[src/rtl/uart_pkg.sv]
// Shared UART definitions: frame FSM states and parity-type encodings,
// used by both the transmit and receive paths.
package uart_pkg;

   typedef enum logic [2:0] {
      IDLE,
      START,
      DATA,
      PARITY,
      STOP
   } uart_state_e;

   localparam logic PAR_EVEN = 1'b0;
   localparam logic PAR_ODD  = 1'b1;

endpackage

[src/rtl/uart_tx_frame_if.sv]
// Parallel-request / serial-line bundle between the TX FIFO side (master)
// and the frame transmitter (slave).
interface uart_tx_frame_if #(
   parameter int DATA_WIDTH = 8
);

   logic [DATA_WIDTH-1:0] P_DATA;
   logic                  DATA_VALID;
   logic                  PAR_EN;
   logic                  PAR_TYP;
   logic                  TX_OUT;
   logic                  BUSY;

   modport master (
      output P_DATA, DATA_VALID, PAR_EN, PAR_TYP,
      input  TX_OUT, BUSY
   );

   modport slave (
      input  P_DATA, DATA_VALID, PAR_EN, PAR_TYP,
      output TX_OUT, BUSY
   );

endinterface

[src/rtl/uart_parity_calc.sv]
// Combinational parity of a DATA_WIDTH word; even parity is the plain XOR
// reduction, odd parity its inverse. Shared with the RX parity checker.
module uart_parity_calc
   import uart_pkg::*;
#(
   parameter int DATA_WIDTH = 8
) (
   input  logic [DATA_WIDTH-1:0] data,
   input  logic                  par_typ,
   output logic                  par_bit
);

   logic xor_all;

   assign xor_all = ^data;
   assign par_bit = (par_typ == PAR_ODD) ? ~xor_all : xor_all;

endmodule

[src/rtl/uart_tx_frame.sv]
// UART frame transmitter: start bit, DATA_WIDTH bits LSB-first, optional
// parity, one stop bit; one bit per CLK edge, TX_OUT and BUSY registered.
module uart_tx_frame
   import uart_pkg::*;
#(
   parameter int DATA_WIDTH = 8
) (
   input  logic             CLK,
   input  logic             RST,
   uart_tx_frame_if.slave   bus
);

   localparam int CNT_W = $clog2(DATA_WIDTH);

   uart_state_e           state, state_nxt;
   logic [CNT_W-1:0]      cnt, cnt_nxt;
   logic [DATA_WIDTH-1:0] cap_data;
   logic                  cap_par_en;
   logic                  cap_par_bit;
   logic                  par_calc;
   logic                  accept;
   logic                  tx_q, tx_nxt;
   logic                  busy_q, busy_nxt;

   assign accept = (state == IDLE) && bus.DATA_VALID;

   // Parity is resolved from the live word at acceptance so later input
   // changes cannot disturb the frame.
   uart_parity_calc #(
      .DATA_WIDTH (DATA_WIDTH)
   ) u_parity (
      .data    (bus.P_DATA),
      .par_typ (bus.PAR_TYP),
      .par_bit (par_calc)
   );

   // NOTE: sequential state uses non-blocking assignments so every register
   // samples the pre-edge values, independent of statement order.
   always_ff @(posedge CLK or posedge RST) begin
      if (RST) begin
         state  <= IDLE;
         cnt    <= '0;
         tx_q   <= 1'b1;
         busy_q <= 1'b0;
      end else begin
         state  <= state_nxt;
         cnt    <= cnt_nxt;
         tx_q   <= tx_nxt;
         busy_q <= busy_nxt;
      end
   end

   always_ff @(posedge CLK or posedge RST) begin
      if (RST) begin
         cap_data    <= '0;
         cap_par_en  <= 1'b0;
         cap_par_bit <= 1'b0;
      end else if (accept) begin
         cap_data    <= bus.P_DATA;
         cap_par_en  <= bus.PAR_EN;
         cap_par_bit <= par_calc;
      end
   end

   // NOTE: defaults at the top of each always_comb keep every path assigned,
   // so no latches are inferred.
   always_comb begin
      state_nxt = state;
      cnt_nxt   = cnt;
      unique case (state)
         IDLE:    if (bus.DATA_VALID) state_nxt = START;
         START: begin
            state_nxt = DATA;
            cnt_nxt   = '0;
         end
         DATA: begin
            if (cnt == CNT_W'(DATA_WIDTH - 1))
               state_nxt = cap_par_en ? PARITY : STOP;
            else
               cnt_nxt = cnt + CNT_W'(1);
         end
         PARITY:  state_nxt = STOP;
         STOP:    state_nxt = IDLE;
         default: state_nxt = IDLE;
      endcase
   end

   // Outputs are decoded from the upcoming state so the registered line
   // carries the bit belonging to that state right after the edge.
   always_comb begin
      tx_nxt   = 1'b1;
      busy_nxt = (state_nxt != IDLE);
      unique case (state_nxt)
         START:   tx_nxt = 1'b0;
         DATA:    tx_nxt = cap_data[cnt_nxt];
         PARITY:  tx_nxt = cap_par_bit;
         default: tx_nxt = 1'b1;
      endcase
   end

   assign bus.TX_OUT = tx_q;
   assign bus.BUSY   = busy_q;

endmodule

[src/flat_wrapper.sv]
// flat-port wrapper written by rule: the top's interface ports become plain ports
module uart_tx_frame_flat import uart_pkg::*;
#(
   parameter int DATA_WIDTH = 8
)
  (CLK, RST, bus_P_DATA, bus_DATA_VALID, bus_PAR_EN, bus_PAR_TYP, bus_TX_OUT, bus_BUSY);
  uart_tx_frame_if #(.DATA_WIDTH(DATA_WIDTH)) bus_i ();
  input  logic CLK;
  input  logic RST;
  input wire logic [$bits(bus_i.P_DATA)-1:0] bus_P_DATA;
  input wire logic [$bits(bus_i.DATA_VALID)-1:0] bus_DATA_VALID;
  input wire logic [$bits(bus_i.PAR_EN)-1:0] bus_PAR_EN;
  input wire logic [$bits(bus_i.PAR_TYP)-1:0] bus_PAR_TYP;
  output wire logic [$bits(bus_i.TX_OUT)-1:0] bus_TX_OUT;
  output wire logic [$bits(bus_i.BUSY)-1:0] bus_BUSY;
  assign bus_i.P_DATA = bus_P_DATA;
  assign bus_i.DATA_VALID = bus_DATA_VALID;
  assign bus_i.PAR_EN = bus_PAR_EN;
  assign bus_i.PAR_TYP = bus_PAR_TYP;
  assign bus_TX_OUT = bus_i.TX_OUT;
  assign bus_BUSY = bus_i.BUSY;
  uart_tx_frame #(.DATA_WIDTH(DATA_WIDTH)) u_core (.CLK(CLK), .RST(RST), .bus(bus_i));
endmodule
[config.mk]
export PLATFORM = sky130hd
export DESIGN_NAME = uart_tx_frame_flat
export DESIGN_NICKNAME = d
export VERILOG_FILES = /design/src/rtl/uart_pkg.sv /design/src/rtl/uart_tx_frame_if.sv /design/src/rtl/uart_parity_calc.sv /design/src/rtl/uart_tx_frame.sv /design/src/flat_wrapper.sv
export SDC_FILE = /design/constraint.sdc
export NUM_CORES = 1
export LEC_CHECK = 0
export BUFFER_PORTS_ARGS = -buffer_cell sky130_fd_sc_hd__buf_2
export CAP_MARGIN = 30
export CORE_MARGIN = 1.5
export CORE_UTILIZATION = 50
export CTS_CLUSTER_DIAMETER = 30
export CTS_CLUSTER_SIZE = 8
export DETAILED_ROUTE_END_ITERATION = 7
export GPL_TIMING_DRIVEN = 1
export PLACE_DENSITY = 0.71
export SYNTH_ARGS = -nofsm -noshare
export SYNTH_HDL_FRONTEND = slang
export SYNTH_SLANG_ARGS = --single-unit
[constraint.sdc]
create_clock -name CLK -period 3 [get_ports CLK]
set_input_delay 0.3 -clock CLK [delete_from_list [all_inputs] [get_ports CLK]]
set_output_delay 0.3 -clock CLK [all_outputs]
set_load 0.05 [all_outputs]
==> results by group <==
Run status
  • Status: finished, final reports clean

STA
  • RSZ-0062 raised after global routing: no
  • Rel. slew slack: 0.5560
  • Peak Freq: 575.9 MHz
  • Post-Route Setup TNS: 0 ns
  • Endpoints failing setup: 0
  • Final worst path period share: 0.5788
  • Worst Skew: roughly 0.002 ns
  • Fin. max-slew vios: 0
  • Hold Fails Final Rpt: 0
  • Worst slew pin tran: 0.6653 ns
  • Tmin final: 1.736 ns

Place
  • Area post-placement: 1097 um^2
  • DPL Wire Length: 1.408 mm
  • Port Buf Inserts: 14
  • GPL Wtd Cong: 0.7877
  • Placed cells: 127

Power
  • Final Power: approximately 1100 uW
  • Peak supply drop: 0.6306 mV
  • Gate power share: 0.458
  • Reg power frac: 0.413
  • Internal power: 697.9 uW
  • Power density over cell area: around 1000 nW/um^2
  • Switch Pwr: 441.7 uW
  • Static Leak: 0.0005369 uW
  • Clock share of power: 0.129
  • Sw Ratio: 0.3876

Critical path
  • Worst path depth: 6
  • Worst r2r path cells: 6
  • Most frequent CP cell: mux2i_1
  • CP Capture Point: u_core.bus.TX_OUT
  • CP endpoint kind: flop
  • Worst path cell trace: ha_1, and3b_1, o22ai_2, mux2i_1, mux2i_1, o211a_1
  • Largest fanout on the critical path: 4
  • Critical path required time: about 3.2 ns
  • R2R Setup Slk: about 1.3 ns
  • Setup crit start kind: flop
  • CP max stage delay: 0.41 ns
  • Worst path bufs/invs: 0
  • RR Startpoint: u_core.cnt[0]
  • Crit path arrival time: 1.96 ns
  • Critical Path Start: u_core.cnt[0]
  • Largest delay contributor family on the critical path: compound AO/OA/AOI/OAI gates
  • Reg2reg end: u_core.bus.TX_OUT
  • Critical Path Slowest Stage Cell: dfrtp_1
  • Crit path kind: flop to flop

Logic synthesis
  • Cell Area, Synth: approximately 1000 um^2
  • Flops & latches, synth: 18
  • Post-synth EDFFs: 0
  • Async S/R FF share, synth: 1.000
  • Top post-synthesis cells by area: dfrtp_1 42%, mux2_2 10%, xnor2_1 5.2%, mux2i_1 4.0%, nor2b_1 3.1%
  • Cells after Synth: 89
  • Biggest area consumer among synthesized cells: dfrtp_1
  • Synth cell count leaders: 17 x dfrtp_1, 9 x mux2_2, 6 x xnor2_1, 5 x inv_1, 5 x nor2b_1
  • Top FF cell, synth: dfrtp_1
  • Part of the Yosys area used for sequential elements: 0.4490
  • Synth Warn #: 0
  • Most common cell in the netlist: dfrtp_1
  • Post-synth top area share: 0.4229
  • Distinct cells, synth: 36
  • Avg Synthesized Cell Area: 11.30 um^2
  • Post-Syn Nets: 103

Floorplan
  • Die width: 47.86 um
  • Die ar.: 2290 um^2
  • Initial core utilization: 0.5234
  • Die Y-Extent: 47.86 um
  • Core area: 1922 um^2
  • Num ports: 15
  • Row count: 16

Global routing
  • GR Util met2: 0.3173
  • M1 GR Usage: 0.2230
  • Gr busiest metal: met2
  • Gr usage total: 0.1820
  • Via count of the first global-routing pass: between 600 and 700
  • Initial antenna violation count: 0
  • Pin count of the biggest net entering global routing: 19
  • Grt met3 use: 0.03396
  • First-pass GRT wire length: 2.898 mm
  • Total gr overflow: 0

Final layout
  • Diodes inserted: 0
  • Final instance area: between 1000 and 1500 um^2
  • Layout cells sized above 1: 0.3269
  • Sequential cell area: 451.7 um^2
  • Fill cell count: 179
  • Non-filler cells in the finished layout: 131
  • Area grow syn2layout: 12.69%
  • Multi-input gate area: 515.5 um^2
  • Nets@finish: 119

Worst hold path
  • Worst hold path type: primary input to asynchronous set/reset pin

Clock network
  • Sink Count: 18
  • Setup Buffers After CTS: 0
  • TritonCTS buffer count: 3
  • Clock Tree Root: clkbuf_4
  • Hold-fix buffers, CTS: 0
  • CTS tree: built
  • Clock latency on the worst-skew pair: 0.28 ns
  • CTS-repair resized insts: 0
  • Reg clk slew, reported paths: 0.10 ns
  • Longest Clk Path Bufs: 2
  • H-tree depth: 1

Routing
  • DR pass1 iterations: 4
  • Final ANT Viol Nets: 0
  • WL final: 1.809 mm
  • Residual DRC: 0
  • Wire length per cell: between 10 and 15 um
  • First DRT Iteration DRCs: 12
  • Total number of vias: 723
  • Via density: roughly 5.5

Run
  • Max cap viols: 0
-- state kept, by name (all words and copies together) (netlist names) --
signal and flops:
u_core.cnt 3, u_core.cap_par_en 1, u_core.cap_par_bit 1, u_core.state 3
u_core.bus.BUSY 1, u_core.bus.TX_OUT 1, u_core.cap_data 8
-- through the flow --
stage / util / setup WS [ns] / hold slack, ns
6_report: 0.5898 / 1.264 / 0.09400
5_1_grt: 0.5898 / 1.122 / 0.1398
4_1_cts: 0.5898 / 1.256 / 0.1130
3_5_place_dp: 0.5710 / 1.285 / 0.4299
3_3_place_gp: 0.5710 / 1.333 / 0.4177
2_1_floorplan: - / 1.395 / 0.2378
-- power groups by stage --
stage	clock network [uW]	registers, uW	logic, uW
after floorplan	0	468	421
after global placement	0	474	510
after detailed placement	0	478	524
after CTS	150	472	526
after global routing	158	486	572
final	146	471	522
-- layer usage --
layer / wire length [um] / vias to the layer above
met4: 14 / 0
met1: 790 / 353
met3: 61 / 2
met2: 941 / 15
li1: - / 353
met5: 0 / -
-- cells in the final DEF (no fill, tap or decap), drive strengths merged, types with 2 or more instances in the layout --
cell	instances
a211oi	2
a21boi	2
buf	15
nor2	2
nand3b	2
clkbuf	4
mux2i	4
o21ai	2
nand2	4
mux2	9
a21oi	2
o22ai	2
xor2	2
nor2b	5
dfrtp	17
xnor2	6
nand2b	2
inv	5
-- logic make-up after synthesis --
kind of cell               Yosys count  share of synthesized area
AOI/OAI and AO/OA                   18                     0.1492
xor gates and xnor gates             8                    0.06965
adders and majority gates            1                    0.01244
buffers and inverters                9                    0.03856
DFF                                 18                     0.4490
muxes                               13                     0.1406
and+or+nand+nor                     22                     0.1406
-- how the worst min path moves through the flow --
stage / start / end / slack [ns]
final: RST / u_core.cap_data[5] / 0.09
after global routing: RST / u_core.cap_data[5] / 0.14
after CTS: RST / u_core.cap_data[1] / 0.11
after detailed placement: RST / u_core.cap_data[5] / 0.43
after global placement: RST / u_core.cap_data[6] / 0.42
after floorplan: RST / u_core.bus.BUSY / 0.24
-- cell type report --
class | instances | area share
well taps | 27 | 0.02980
multi-input cells | 62 | 0.4547
repair buffers | 15 | 0.06843
clock buffers | 4 | 0.03201
flip-flops and latches | 18 | 0.3985
inverters | 5 | 0.01656
Note: power is estimated with default switching activity, not from simulation.
